File: src/rtl/vga_pkg.sv
// ---------------------------------------------------------------------------
// vga_pkg
// Shared timing constants and helpers for the VGA raster generator.
//  - coord_t        : 10-bit pixel/line coordinate (covers totals up to 1024)
//  - strobes_t      : bundle of the three video strobes (hsync, vsync, blankN)
//  - STROBES_RESET  : idle strobe values (syncs inactive high, blanking active)
//  - hTotal/syncStart/syncEnd : derive raster totals and sync windows from
//                     the visible/porch/sync widths
// ---------------------------------------------------------------------------
package vga_pkg;

  typedef logic [9:0] coord_t;

  // Default 640x480@60Hz timing, pixel clock = 50 MHz / 2
  localparam int DEF_CLK_DIV    = 2;
  localparam int DEF_H_VISIBLE  = 640;
  localparam int DEF_H_FRONT    = 16;
  localparam int DEF_H_SYNC     = 96;
  localparam int DEF_H_BACK     = 48;
  localparam int DEF_V_VISIBLE  = 480;
  localparam int DEF_V_FRONT    = 10;
  localparam int DEF_V_SYNC     = 2;
  localparam int DEF_V_BACK     = 33;
  localparam int DEF_SYNC_DELAY = 1;

  // Largest total a coord_t can count through
  localparam int MAX_TOTAL = 1024;

  typedef struct packed {
    logic hsync;
    logic vsync;
    logic blankN;
  } strobes_t;

  localparam strobes_t STROBES_RESET = '{hsync: 1'b1, vsync: 1'b1, blankN: 1'b0};

  // Full period of one axis: visible + front porch + sync + back porch
  function automatic int hTotal(input int visible, input int front, input int sync, input int back);
    return visible + front + sync + back;
  endfunction

  // First coordinate where the sync pulse is asserted
  function automatic int syncStart(input int visible, input int front);
    return visible + front;
  endfunction

  // First coordinate after the sync pulse ends
  function automatic int syncEnd(input int visible, input int front, input int sync);
    return visible + front + sync;
  endfunction

endpackage

File: src/rtl/pixel_tick_div.sv
// ---------------------------------------------------------------------------
// pixel_tick_div
// Divides the system clock down to the pixel rate.
//  i_clk      : system clock
//  i_botonRST : synchronous active-high reset
//  o_tick     : high for one clk cycle at the end of every pixel period
//  o_clkVGA   : registered 50%-duty pixel clock, rising edge mid-pixel
// ---------------------------------------------------------------------------
module pixel_tick_div #(
  parameter int CLK_DIV = 2
) (
  input  logic i_clk,
  input  logic i_botonRST,
  output logic o_tick,
  output logic o_clkVGA
);

  localparam int DW = (CLK_DIV < 2) ? 1 : $clog2(CLK_DIV);
  localparam logic [DW-1:0] DIV_LAST = DW'(CLK_DIV - 1);
  localparam logic [DW-1:0] DIV_HALF = DW'(CLK_DIV / 2);

  // A pixel period must split into two equal halves for the DAC clock
  if (CLK_DIV < 2 || (CLK_DIV % 2) != 0) begin : gBadDiv
    $error("pixel_tick_div: CLK_DIV must be even and >= 2");
  end

  logic [DW-1:0] r_divCnt;
  logic [DW-1:0] w_divNext;
  logic          r_clkVGA;

  // The tick marks the last clk of a pixel, so coordinates advance on the
  // edge that also wraps the divider back to zero
  assign o_tick    = (r_divCnt == DIV_LAST);
  assign w_divNext = o_tick ? '0 : r_divCnt + DW'(1);

  // Divider counter and pixel clock; the clock is derived from the next
  // count so it lines up with the divider value visible in the same cycle
  always_ff @(posedge i_clk) begin
    if (i_botonRST) begin
      r_divCnt <= '0;
      r_clkVGA <= 1'b0;
    end else begin
      r_divCnt <= w_divNext;
      r_clkVGA <= (w_divNext >= DIV_HALF);
    end
  end

  assign o_clkVGA = r_clkVGA;

endmodule

File: src/rtl/vga_timing_gen.sv
// ---------------------------------------------------------------------------
// vga_timing_gen
// VGA raster timing from the board clock for the tic-tac-toe display.
//  clk        : system clock
//  botonRST   : synchronous active-high reset
//  cuentaX    : current column (undelayed)
//  cuentaY    : current line (undelayed)
//  hsync      : active-low horizontal sync, delayed SYNC_DELAY pixels
//  vsync      : active-low vertical sync, delayed SYNC_DELAY pixels
//  blank_n    : high in the visible region, delayed SYNC_DELAY pixels
//  sync_n     : DAC composite sync, tied low
//  clkVGA     : registered pixel clock for the DAC
//  frameStart : one-clk pulse when the raster wraps to (0,0)
// ---------------------------------------------------------------------------
module vga_timing_gen
  import vga_pkg::*;
#(
  parameter int CLK_DIV    = DEF_CLK_DIV,
  parameter int H_VISIBLE  = DEF_H_VISIBLE,
  parameter int H_FRONT    = DEF_H_FRONT,
  parameter int H_SYNC     = DEF_H_SYNC,
  parameter int H_BACK     = DEF_H_BACK,
  parameter int V_VISIBLE  = DEF_V_VISIBLE,
  parameter int V_FRONT    = DEF_V_FRONT,
  parameter int V_SYNC     = DEF_V_SYNC,
  parameter int V_BACK     = DEF_V_BACK,
  parameter int SYNC_DELAY = DEF_SYNC_DELAY
) (
  input  logic       clk,
  input  logic       botonRST,
  output logic [9:0] cuentaX,
  output logic [9:0] cuentaY,
  output logic       hsync,
  output logic       vsync,
  output logic       blank_n,
  output logic       sync_n,
  output logic       clkVGA,
  output logic       frameStart
);

  localparam int H_TOTAL = hTotal(H_VISIBLE, H_FRONT, H_SYNC, H_BACK);
  localparam int V_TOTAL = hTotal(V_VISIBLE, V_FRONT, V_SYNC, V_BACK);

  localparam coord_t H_LAST     = coord_t'(H_TOTAL - 1);
  localparam coord_t V_LAST     = coord_t'(V_TOTAL - 1);
  localparam coord_t HS_START   = coord_t'(syncStart(H_VISIBLE, H_FRONT));
  localparam coord_t HS_END     = coord_t'(syncEnd(H_VISIBLE, H_FRONT, H_SYNC));
  localparam coord_t VS_START   = coord_t'(syncStart(V_VISIBLE, V_FRONT));
  localparam coord_t VS_END     = coord_t'(syncEnd(V_VISIBLE, V_FRONT, V_SYNC));
  localparam coord_t H_VIS_C    = coord_t'(H_VISIBLE);
  localparam coord_t V_VIS_C    = coord_t'(V_VISIBLE);

  // The coordinate registers are 10 bits wide
  if (H_TOTAL > MAX_TOTAL || V_TOTAL > MAX_TOTAL) begin : gBadTotal
    $error("vga_timing_gen: H_TOTAL and V_TOTAL must be <= 1024");
  end
  if (SYNC_DELAY < 0) begin : gBadDelay
    $error("vga_timing_gen: SYNC_DELAY must be >= 0");
  end

  logic     w_tick;
  coord_t   r_cuentaX;
  coord_t   r_cuentaY;
  logic     r_frameStart;
  logic     w_lineEnd;
  logic     w_frameEnd;
  strobes_t w_rawStrobes;
  strobes_t w_outStrobes;

  pixel_tick_div #(
    .CLK_DIV (CLK_DIV)
  ) uTickDiv (
    .i_clk      (clk),
    .i_botonRST (botonRST),
    .o_tick     (w_tick),
    .o_clkVGA   (clkVGA)
  );

  assign w_lineEnd  = (r_cuentaX == H_LAST);
  assign w_frameEnd = w_lineEnd && (r_cuentaY == V_LAST);

  // Raster counters: column advances every pixel, line advances when the
  // column wraps; frameStart is raised on the same edge the raster lands
  // on (0,0) so it is high during the first clk of the new frame
  always_ff @(posedge clk) begin
    if (botonRST) begin
      r_cuentaX    <= '0;
      r_cuentaY    <= '0;
      r_frameStart <= 1'b0;
    end else begin
      r_frameStart <= w_tick && w_frameEnd;
      if (w_tick) begin
        if (w_lineEnd) begin
          r_cuentaX <= '0;
          r_cuentaY <= w_frameEnd ? '0 : r_cuentaY + coord_t'(1);
        end else begin
          r_cuentaX <= r_cuentaX + coord_t'(1);
        end
      end
    end
  end

  // Undelayed strobes decoded from the current coordinates
  assign w_rawStrobes.hsync  = !((r_cuentaX >= HS_START) && (r_cuentaX < HS_END));
  assign w_rawStrobes.vsync  = !((r_cuentaY >= VS_START) && (r_cuentaY < VS_END));
  assign w_rawStrobes.blankN = (r_cuentaX < H_VIS_C) && (r_cuentaY < V_VIS_C);

  if (SYNC_DELAY == 0) begin : gNoDelay
    assign w_outStrobes = w_rawStrobes;
  end else begin : gDelay
    strobes_t r_line [SYNC_DELAY];

    // Pixel-rate shift line so the strobes stay aligned with the
    // consumer's registered rgb; it starts out filled with idle values
    always_ff @(posedge clk) begin
      if (botonRST) begin
        for (int i = 0; i < SYNC_DELAY; i++) begin
          r_line[i] <= STROBES_RESET;
        end
      end else if (w_tick) begin
        r_line[0] <= w_rawStrobes;
        for (int i = 1; i < SYNC_DELAY; i++) begin
          r_line[i] <= r_line[i-1];
        end
      end
    end

    assign w_outStrobes = r_line[SYNC_DELAY-1];
  end

  assign cuentaX    = r_cuentaX;
  assign cuentaY    = r_cuentaY;
  assign hsync      = w_outStrobes.hsync;
  assign vsync      = w_outStrobes.vsync;
  assign blank_n    = w_outStrobes.blankN;
  assign sync_n     = 1'b0;
  assign frameStart = r_frameStart;

endmodule

File: config.mk
export PLATFORM = sky130hd
export DESIGN_NAME = vga_timing_gen
export DESIGN_NICKNAME = d
export VERILOG_FILES = /design/src/rtl/vga_pkg.sv /design/src/rtl/pixel_tick_div.sv /design/src/rtl/vga_timing_gen.sv
export SDC_FILE = /design/constraint.sdc
export NUM_CORES = 1
export LEC_CHECK = 0
export CAP_MARGIN = 5
export CORE_MARGIN = 2
export CORE_UTILIZATION = 50
export CTS_BUF_LIST = sky130_fd_sc_hd__clkbuf_16
export DETAILED_ROUTE_END_ITERATION = 8
export GPL_TIMING_DRIVEN = 0
export PLACE_DENSITY = 0.79
export SYNTH_ARGS = -nofsm -noshare
export SYNTH_HDL_FRONTEND = slang
export SYNTH_HIERARCHICAL = 1
export SYNTH_SLANG_ARGS = --single-unit
File: constraint.sdc
create_clock -name clk -period 2.5 [get_ports clk]
set_input_delay 0.75 -clock clk [delete_from_list [all_inputs] [get_ports clk]]
set_output_delay 0.75 -clock clk [all_outputs]
set_load 0.1 [all_outputs]
### Word-level counts from Yosys, hierarchy flattened

Memory sizes are Yosys's and may differ from the RTL's.
Index checks and enable logic that the tools add are counted.

| word-level totals | value |
|---|---|
| logic and storage cells | 37 |
| memories | 1 |
| bits in writable memories | 3 |
| bits of input ports | 2 |
| flip-flop bits (word level) | 23 |

Memories:

| memory | depth | bits a word | read ports | clocked after memory_dff | wr ports | line | text |
|---|---|---|---|---|---|---|---|
| gDelay.r_line | 1 | 3 | 1 | 0 | 1 | vga_timing_gen.sv:111 | `strobes_t r_line [SYNC_DELAY];` |

| cells by class | value |
|---|---|
| add/subtract/negate cells | 3 |
| $lt $le $gt $ge | 7 |
| mux-type cells | 10 |
| equality and inequality tests | 2 |
| reduce and logical (&&, ||, !) cells | 9 |

Operators with widths:

| operator | number |
|---|---|
| adder 10 x 1 -> 10 bit, second input constant | 2 |
| equality test 10 bit, second input constant | 2 |
| less-than comparator 10 bit, second input constant | 2 |
| less-than comparator 10 x 9 -> 1 bit, second input constant | 2 |
| two-way mux 10 bit | 2 |
| >= comparator 10 bit, second input constant | 1 |
| >= comparator 10 x 9 -> 1 bit, second input constant | 1 |
| two-way mux 1 bit | 7 |
| logical AND 1 bit | 5 |
| two-way mux 3 bit | 1 |
| OR reduction 3 bit | 1 |
| zero test 1 bit | 2 |
| AND reduction 2 bit | 1 |
| adder 1 bit, second input constant | 1 |
| >= comparator 1 bit, second input constant | 1 |

### Depth between registers and ports, before layout

Gate-level depths: netlist of run 1.

| depth | value |
|---|---|
| depth after elaboration | 5 |
| mapped depth | 6 |

### By module

The synthesis of run 1 kept the hierarchy.

Modules (own cells, without submodules):

| module | times used | area an instance (um^2) | cells an instance |
|---|---|---|---|
| vga_timing_gen | 1 | 1,273.7 | 142 |
| pixel_tick_div | 1 | 31.3 | 3 |

### Worst setup path after synthesis of run 1

OpenSTA, ideal clock, no wires.

| timing path | value |
|---|---|
| path kind | register -> register |
| from | register r_cuentaX[0] (netlist: cuentaX[0]) |
| to | register r_cuentaY[7] (netlist: cuentaY[7]) |
| required time | 2.396 ns |
| arrival time | 2.472 ns |
| cell stages (with the launch flop) | 5 |
| path buffers | 0 |
| setup time | 0.104 ns |
| slack | -0.075 ns |
| clock period less this slack | 2.575 ns |
| cell sequence | dfxtp_1 > ha_1 > nand4_2 > or4_4 > a2111oi_2 |

| between the ends | value |
|---|---|
| word-level cells in the longest chain between the ends | 3 |
| elaborated cells on any way between the ends | 4 |

RTL lines:

| item | line | text |
|---|---|---|
| start, declared | vga_timing_gen.sv:62 | `coord_t r_cuentaX;` |
| start signal, assigned | vga_timing_gen.sv:97 | `r_cuentaX <= r_cuentaX + coord_t'(1);` |
| equality test 10 bit * | vga_timing_gen.sv:79 | `assign w_lineEnd = (r_cuentaX == H_LAST);` |
| logical AND 1 bit | vga_timing_gen.sv:80 | `assign w_frameEnd = w_lineEnd && (r_cuentaY == V_LAST);` |
| two-way mux 10 bit | vga_timing_gen.sv:95 | `r_cuentaY <= w_frameEnd ? '0 : r_cuentaY + coord_t'(1);` |
| end signal, assigned | vga_timing_gen.sv:95 |  |
| end, declared | vga_timing_gen.sv:63 | `coord_t r_cuentaY;` |

Every way passes the cells marked *; elsewhere a longest branch is shown, timed or not.
A chain may end at the register's enable or synchronous reset.

### Final worst setup path of run 1

| timing path | value |
|---|---|
| from | memory gDelay.r_line[0][2] (netlist name) |
| to | output port hsync |

| between the ends | value |
|---|---|
| word-level cells in the longest chain between the ends | 1 |

RTL lines:

| item | line | text |
|---|---|---|
| start, declared | vga_timing_gen.sv:111 |  |
| memory (1 x 3 bit) | - |  |
| end, declared | vga_timing_gen.sv:33 | `output logic hsync,` |

Every way passes these cells.

==> results of run 1 <==
==> cells in the final DEF (no fill, tap or decap), drive strengths merged, types with 5 or more instances in the layout <==
cell type,netlist,final
inv,7,7
nand4,6,6
nand3,12,12
dfxtp,22,22
clkbuf,3,6
dlygate4sd2,0,18
a21oi,5,5
xor2,7,7
nor3,12,12
xnor2,5,5
nand2,9,9
ha,5,5
nor2,12,12
==> kinds of logic (layout without fill, tap and decap cells) <==
group,count (synthesis),count (layout),synth area share (%)
other,1,1,0.287
XOR/XNOR,12,12,8.05
AND/OR/NAND/NOR,73,73,33.3
multiplexers,2,2,1.53
AO/OA/AOI/OAI,13,13,6.62
flip-flops,25,25,40.7
adder cells (fa/ha/maj),5,5,4.79
buffers and inverters,14,44,4.79
==> power groups by stage <==
stage	sequential [mW]	combinational, mW	clock (mW)
2_1_floorplan	0.474	0.0293	0
3_3_place_gp	0.429	0.0929	0
3_5_place_dp	0.429	0.0941	0
4_1_cts	0.420	0.0927	0.365
5_1_grt	0.422	0.0968	0.378
6_report	0.420	0.0922	0.357
==> per-stage QoR <==
step / cells / hold slack, ps / util [%] / power (mW) / setup slack [ps]
2_1_floorplan: 145 / 653 / - / 0.503 / 112
3_3_place_gp: 201 / 399 / 64.8 / 0.522 / 64.1
3_5_place_dp: 201 / 416 / 64.8 / 0.523 / 73.4
4_1_cts: 205 / 425 / 67.2 / 0.878 / 1.73
5_1_grt: 205 / 441 / 67.6 / 0.896 / 8.23
6_report: 205 / 414 / 67.6 / 0.869 / 53.9
==> final cells by class <==
cell class / count / area, µm² / area share (%)
multi-input combinational: 106 / 712 / 42.5
timing repair buffer: 26 / 248 / 14.8
inverter: 7 / 26.3 / 1.57
buffer: 7 / 36.3 / 2.17
clock inverter: 1 / 5.00 / 0.299
tap: 30 / 37.5 / 2.24
sequential: 25 / 534 / 31.9
clock buffer: 3 / 75.1 / 4.48
==> flip-flops by register name, summed over array words and instances (netlist names) <==
signal,cells
frameStart,1
cuentaY,10
uTickDiv/o_tick,1
cuentaX,10
gDelay.r_line,3
==> synthesized netlist by cell type, types with 3 or more instances <==
master,n,share of area [%]
dfxtp_1,22,34
nand3_1,12,4.6
nor2_1,12,3.5
nor3_1,11,4.2
nand2_1,9,2.6
inv_1,7,2.0
xor2_1,7,4.7
a21oi_1,5,1.9
ha_1,5,4.8
nand4_1,5,2.4
xnor2_1,5,3.4
and3_1,3,1.4
clkbuf_1,3,0.86
edfxtp_1,3,6.9
==> metal layers <==
layer  up-vias  routed length, µm
li1        574                  -
met1       563               1380
met3         5                100
met2        22               1410
met4         0                 42
met5         -                  0
==> worst min-delay path by stage <==
stage,to,from,slack [ps]
2_1_floorplan,uTickDiv/o_tick$_SDFF_PP0_,uTickDiv/o_tick$_SDFF_PP0_,650
3_3_place_gp,uTickDiv/o_tick$_SDFF_PP0_,uTickDiv/o_tick$_SDFF_PP0_,400
3_5_place_dp,uTickDiv/o_tick$_SDFF_PP0_,uTickDiv/o_tick$_SDFF_PP0_,420
4_1_cts,uTickDiv/o_tick$_SDFF_PP0_,uTickDiv/o_tick$_SDFF_PP0_,420
5_1_grt,uTickDiv/o_tick$_SDFF_PP0_,uTickDiv/o_tick$_SDFF_PP0_,440
6_report,uTickDiv/o_tick$_SDFF_PP0_,uTickDiv/o_tick$_SDFF_PP0_,410
==> impl_metrics.yaml, run 1 <==
timing:
  drv_slew: 0
  relSlewSlack_pct: 34.7
  finalSetupViolations: 0
  clock.fmax_ghz: 0.409
  finClkSkew_ps: 2.74
  rsz0062_at_grt: "false"
  tightest_slew_ps: 978
  hold_viol: 0
  setup_tns_ps: 0
  fin_crit_sh_pct: 97.8
  min_period_ps: 2450
worst_setup_path:
  crit_path_end_kind: "output pin"
  worst-path-buf-inv: 1
  critical_path.startpoint: "gDelay.r_line[0][2]$_SDFFCE_PN1P_"
  crit_end: "hsync"
  required_ps: 1750
  cpPeakStageDelay_ps: 1120
  crit_path_top_delay_cell: "clkdlybuf4s50_1"
  critPathKind: "reg -> out"
  r2r-start: "cuentaX[5]$_SDFFE_PP0P_"
  r2r_slack_ps: 600
  reg2reg_to: "cuentaY[4]$_SDFFE_PP0P_"
  cp.depth: 1
  crit_arrival_ps: 1700
  start_kind: "register"
  path_cells: "clkdlybuf4s50_1"
  crit_fanout: 1
  r2r_cells: 6
  cp_top_family: "buffers and inverters"
drt:
  wl_mm: 2.94
  post_drt_via_cell_ratio: 5.68
  ant_nets: 0
  drc: 0
  drtIter0Drc: 11
  dr.pass1.iters: 4
  wl_per_cell_um: 14.3
  vias: 1164
global_routing:
  top_usage_layer: "met2"
  globalRouteMet1Util_pct: 29.3
  overflow: 0
  grt_usage_pct: 22.8
  grt_pass1_vias: 1075
  met3_usage_pct: 4.03
  grt_pass1_wl_mm: 4.90
  grt.met2_usage_pct: 37.7
  antenna_found_initial: 0
  grt_start_max_net_pins: 15
power_and_ir_drop:
  pwr-share-clk_pct: 41.1
  p_per_area_nw_per_um2: 519
  leakagePower_nw: 0.773
  p_sw_mw: 0.221
  swShare_pct: 25.4
  vdd_drop_max_uv: 365
  intPower_mw: 0.648
  seq_power_share_pct: 48.3
  combPwrFrac_pct: 10.6
yosys:
  synth_area_um2: 1310
  ys_types: 39
  syn_nets: 152
  async_flop_share_pct: 0
  syn_inst: 145
  synth_ff_type: "dfxtp_1"
  synth-edff-count: 3
  synth.avg_cell_area_um2: 9.00
  ys_ff_latch: 25
  ys_seq_area_share_pct: 40.7
  yosys_warnings: 6
cts:
  clkLatencyLatePin_ps: 260
  cts_tree: "yes"
  cts_resized: 18
  clkSinkCount: 25
  holdBufCountCts: 0
  clockRootBuffer: "clkbuf_16"
  h-tree-depth: 1
  cts_buffers: 3
  path_clk_slew_ps: 60
  clockBufferDepth: 2
  cts_setup_buffers: 0
die:
  io_pins: 28
  die_h_um: 55.1
  start_util_pct: 52.7
  row_count: 18
  core-area_um2: 2480
  dieArea_um2: 3030
  die-width_um: 55.1
finish:
  finalNetCount: 183
  fillers: 227
  drive_gt1_share_pct: 10.3
  fin_area_um2: 1670
  diodes: 0
  area_delta_synth_final_pct: 28.3
outcome:
  status: "completed"
place:
  port_buffers: 26
  hpwl_mm: 2.12
  place.gp.congestion: 0.845
  place_area_um2: 1610
worst_hold_path:
  hp-class: "reg -> reg"
  hold-path-cell-count: 1
run:
  drv_cap: 0
Power figures use the tool's default switching activity.
==> run 2, diff against run 1 <==
- CORE_MARGIN: 2 -> unset
==> run 2 against run 1 <==
Maximum frequency shrank 0.35%. Utilization shrank 0.15 points. Global-route usage increased by 0.99 points. Clock skew about the same. Via count shrank 0.26%. Worst setup slack lost 8.7 ps. Die area decreased by 7.1%. Count of clock-buffer cells in the layout did not move. Clock power down 3%. Non-clock buffer count stayed put. Cell count unchanged. Sequential share of layout area increased by 0.072 points. Critical path type unchanged.
==> impl_metrics.yaml, run 2 (synthesis gave the netlist of run 1 again) <==
outcome:
  status: "completed"
worst_setup_path:
  crit_arrival_ps: 1700
  cpPeakStageDelay_ps: 1130
  crit_fanout: 1
  r2r_cells: 6
  r2r_slack_ps: 580
  path_cells: "clkdlybuf4s50_1"
  r2r-start: "cuentaX[5]$_SDFFE_PP0P_"
  start_kind: "register"
  required_ps: 1750
  cp_top_family: "buffers and inverters"
  worst-path-buf-inv: 1
  critPathKind: "reg -> out"
  reg2reg_to: "cuentaY[2]$_SDFFE_PP0P_"
  crit_path_top_delay_cell: "clkdlybuf4s50_1"
  crit_path_end_kind: "output pin"
cts:
  cts_resized: 18
  cts_tree: "yes"
  clkLatencyLatePin_ps: 260
  path_clk_slew_ps: 60
  clockRootBuffer: "clkbuf_16"
  h-tree-depth: 1
  holdBufCountCts: 0
  cts_setup_buffers: 0
  cts_buffers: 3
  clockBufferDepth: 2
  clkSinkCount: 25
drt:
  met1_length_mm: 1.33
  met2WireLength_mm: 1.39
  vias: 1161
  wl_mm: 2.87
  drc: 0
  post_drt_via_cell_ratio: 5.66
  dr.pass1.iters: 4
  maxUsedRoutingLayer: "met4"
  wl_met3_um: 93
  drtIter0Drc: 23
  wl_per_cell_um: 14.0
  ant_nets: 0
finish:
  postLayoutCoreUtil_pct: 67.4
  final_common_cell: "dfxtp_1"
  layout_common_cells: "19 x dfxtp_1, 18 x dlygate4sd2_1, 12 x nand3_1, 12 x nor2_1, 11 x nor3_1"
  diodes: 0
  finalNetCount: 183
  drive_gt1_share_pct: 9.71
  instances_no_fill: 205
  area_delta_synth_final_pct: 28.0
timing:
  clock.fmax_ghz: 0.407
  worst_slack_ps: 45.2
  tightest_slew_ps: 965
  setup_tns_ps: 0
  drv_slew: 0
  relSlewSlack_pct: 35.4
  min_period_ps: 2450
  rsz0062_at_grt: "false"
  fin_crit_sh_pct: 98.2
  finClkSkew_ps: 2.46
  finalSetupViolations: 0
  hold_viol: 0
power_and_ir_drop:
  vdd_drop_max_uv: 380
  p_per_area_nw_per_um2: 515
  total_power_mw: 0.860
  leakagePower_nw: 0.762
die:
  die_h_um: 53.1
  row_count: 18
  start_util_pct: 52.7
  io_pins: 28
  die-width_um: 53.1
  core-area_um2: 2480
  dieArea_um2: 2820
place:
  place.gp.congestion: 0.914
  port_buffers: 26
  dp_slack_ps: 72.9
  hpwl_mm: 2.07
  place_inst: 201
global_routing:
  antenna_found_initial: 0
  grt_pass1_vias: 1062
  grt_start_max_net_pins: 14
  overflow: 0
  grt_pass1_wl_mm: 4.82
  grt_usage_pct: 23.8
worst_hold_path:
  min_to: "uTickDiv/o_tick$_SDFF_PP0_"
  hp-start: "uTickDiv/o_tick$_SDFF_PP0_"
  hold-path-cell-count: 1
  hp-class: "reg -> reg"
run:
  drv_cap: 0
## run 2: metal layers
layer  global-route usage (%)  vias to the layer above
met3                     4.60                        4
met2                     39.7                       25
li1                         -                      575
met1                     29.4                      557
met5                        0                        -
met4                     10.5                        0
## run 2: worst max path at each step
stage                                                  from                      end  slack, ps  cells after the start
after floorplan                     cuentaX[2]$_SDFFE_PP0P_  cuentaY[7]$_SDFFE_PP0P_        110                      3
after global placement              cuentaX[3]$_SDFFE_PP0P_               cuentaX[3]         60                      1
after detailed placement            cuentaX[3]$_SDFFE_PP0P_               cuentaX[3]         70                      1
after CTS                           cuentaX[1]$_SDFFE_PP0P_               cuentaX[1]          2                      1
after global routing      gDelay.r_line[0][0]$_SDFFCE_PN0P_                  blank_n        0.4                      1
final                     gDelay.r_line[0][0]$_SDFFCE_PN0P_                  blank_n         50                      1
## run 2: where the power goes
group	switching, mW	internal (mW)	total, mW
sequential	0.00722	0.413	0.420
combinational	0.0726	0.0199	0.0925
clock	0.134	0.214	0.348
## run 2: layout make-up
cell class	count	area [µm²]
plain buffers	7	36.3
clock buffers	3	75.1
clock inverters	1	3.75
fillers	224	807
inverters	7	26.3
multi-input cells	106	712
flip-flops and latches	25	534
well taps	30	37.5
repair buffers	26	245
## run 2: through the flow
| stage | cell area (µm²) | hold WS [ps] |
|---|---|---|
| floorplan | 1310 | 653 |
| global placement | 1610 | 399 |
| detailed placement | 1610 | 413 |
| CTS | 1660 | 424 |
| global route | 1670 | 438 |
| finish | 1670 | 413 |
==> run 3, diff against run 2 <==
- CORE_UTILIZATION: 50 -> 45
- PLACE_DENSITY: 0.79 -> 0.75
- clock period: 2.5 -> 2.05 ns (I/O delays scaled with it)
==> run 3 against run 2 <==
Global-route usage decreased by 3.8 points. Critical path type unchanged. Non-clock buffer count unchanged. Sequential power increased by 22%. Flip-flop and latch count stayed put. Clock power up 20%.
==> impl_metrics.yaml, run 3 (synthesis gave the netlist of run 1 again) <==
cts:
  clockRootBuffer: "clkbuf_16"
  clkSinkCount: 25
  clkLatencyLatePin_ps: 250
  h-tree-depth: 1
  holdBufCountCts: 0
  cts_setup_buffers: 0
  path_clk_slew_ps: 60
  cts_tree: "yes"
  cts_buffers: 3
  clockBufferDepth: 2
run:
  drv_cap: 0
global_routing:
  grt_start_max_net_pins: 14
  antenna_found_initial: 0
  grt_usage_pct: 20.0
  grt_pass1_vias: 1098
  grt_pass1_wl_mm: 5.05
  overflow: 0
drt:
  wl_mm: 2.89
  maxUsedRoutingLayer: "met4"
  drc: 0
  dr.pass1.iters: 4
  wl_met3_um: 141
  ant_nets: 0
  drtIter0Drc: 34
  met1_length_mm: 1.35
  vias: 1146
  wl_per_cell_um: 14.0
  post_drt_via_cell_ratio: 5.56
  met2WireLength_mm: 1.38
die:
  core-area_um2: 2760
  dieArea_um2: 3120
  die-width_um: 55.9
  row_count: 19
  die_h_um: 55.9
  start_util_pct: 47.3
  io_pins: 28
finish:
  finalNetCount: 183
  drive_gt1_share_pct: 26.9
  fin_area_um2: 1720
  fillers: 231
  area_delta_synth_final_pct: 31.7
  layout_common_cells: "18 x clkdlybuf4s15_2, 12 x nand3_1, 12 x nor2_1, 11 x nor3_1, 10 x dfxtp_2"
  diodes: 0
  final_common_cell: "clkdlybuf4s15_2"
worst_setup_path:
  crit_fanout: 1
  cp_top_family: "buffers and inverters"
  crit_arrival_ps: 1390
  start_kind: "register"
  crit_path_top_delay_cell: "clkdlybuf4s15_1"
  crit_path_end_kind: "output pin"
  worst-path-buf-inv: 1
  required_ps: 1430
  critPathKind: "reg -> out"
  cpPeakStageDelay_ps: 810
  path_cells: "clkdlybuf4s15_1"
timing:
  rsz0062_at_grt: "false"
  finClkSkew_ps: 2.37
  relSlewSlack_pct: 37.2
  hold_viol: 0
  finalSetupViolations: 0
  drv_slew: 0
  fin_crit_sh_pct: 98.0
  min_period_ps: 2010
  clock.fmax_ghz: 0.498
  tightest_slew_ps: 945
place:
  place_area_um2: 1630
  port_buffers: 26
  hpwl_mm: 2.09
  place.gp.congestion: 0.808
power_and_ir_drop:
  p_per_area_nw_per_um2: 604
  total_power_mw: 1.04
  vdd_drop_max_uv: 321
  leakagePower_nw: 0.645
worst_hold_path:
  hp-class: "reg -> reg"
outcome:
  status: "completed"
[run 3: cell count changes in the layout (fill, tap and decap cells not counted), sizes merged]
cell,change
dlygate4sd2,-18
clkbuf,+2
clkdlybuf4s50,-4
dlymetal6s2s,-3
clkdlybuf4s15,+23
[run 3: final timing paths]
check	startpoint	endpoint	slack (ps)	depth (start not counted)
hold reg to reg	uTickDiv/o_tick$_SDFF_PP0_	uTickDiv/o_tick$_SDFF_PP0_	420	1
setup reg to reg	cuentaX[5]$_SDFFE_PP0P_	cuentaY[2]$_SDFFE_PP0P_	160	6
hold / removal	uTickDiv/o_tick$_SDFF_PP0_	uTickDiv/o_tick$_SDFF_PP0_	420	1
setup / recovery	gDelay.r_line[0][1]$_SDFFCE_PN1P_	vsync	40	1
[run 3: layout make-up]
cell class / instances / area, µm² / share of cell area, %
well taps: 31 / 38.8 / 2.26
flip-flops and latches: 25 / 554 / 32.2
clock buffers: 3 / 75.1 / 4.37
multi-input cells: 106 / 712 / 41.4
repair buffers: 26 / 273 / 15.9
plain buffers: 7 / 36.3 / 2.11
inverters: 7 / 26.3 / 1.53
clock inverters: 1 / 3.75 / 0.218
[run 3: routing by layer]
layer  up-vias  GRT usage [%]
met5         -              0
met4         0           6.27
met3         2           2.79
met2        32           32.4
met1       534           27.7
li1        578              -
[run 3: what timing repair did]
item                       4_1_cts  5_1_grt
gates cloned                     0        0
gates resized for setup         64        6
pin swaps                        0        0
setup endpoints to repair       25        6
hold endpoints to repair         0        0
[run 3: worst register-to-register path, cell delays in order (launching register included)]
cell	delay [ps]
dfxtp_2	320
buf_2	160
or2_1	230
clkbuf_1	170
or3_1	490
o21ai_1	320
nor2_1	90
[run 3: per-stage QoR]
step / setup WS, ps / util, % / hold slack, ps / cells / TNS (ps)
global route: 3.47 / 62.3 / 440 / 206 / 0
global placement: -214 / 59.0 / 404 / 202 / -2220
finish: 40.1 / 62.3 / 418 / 206 / 0
detailed placement: -226 / 59.0 / 412 / 202 / -2890
CTS: 5.51 / 62.5 / 421 / 206 / 0
floorplan: -52.4 / - / 582 / 145 / -52.4
[run 3: report_power, final]
part	internal, mW	switching, mW
combinational	0.0226	0.0875
clock	0.260	0.157
sequential	0.502	0.00905
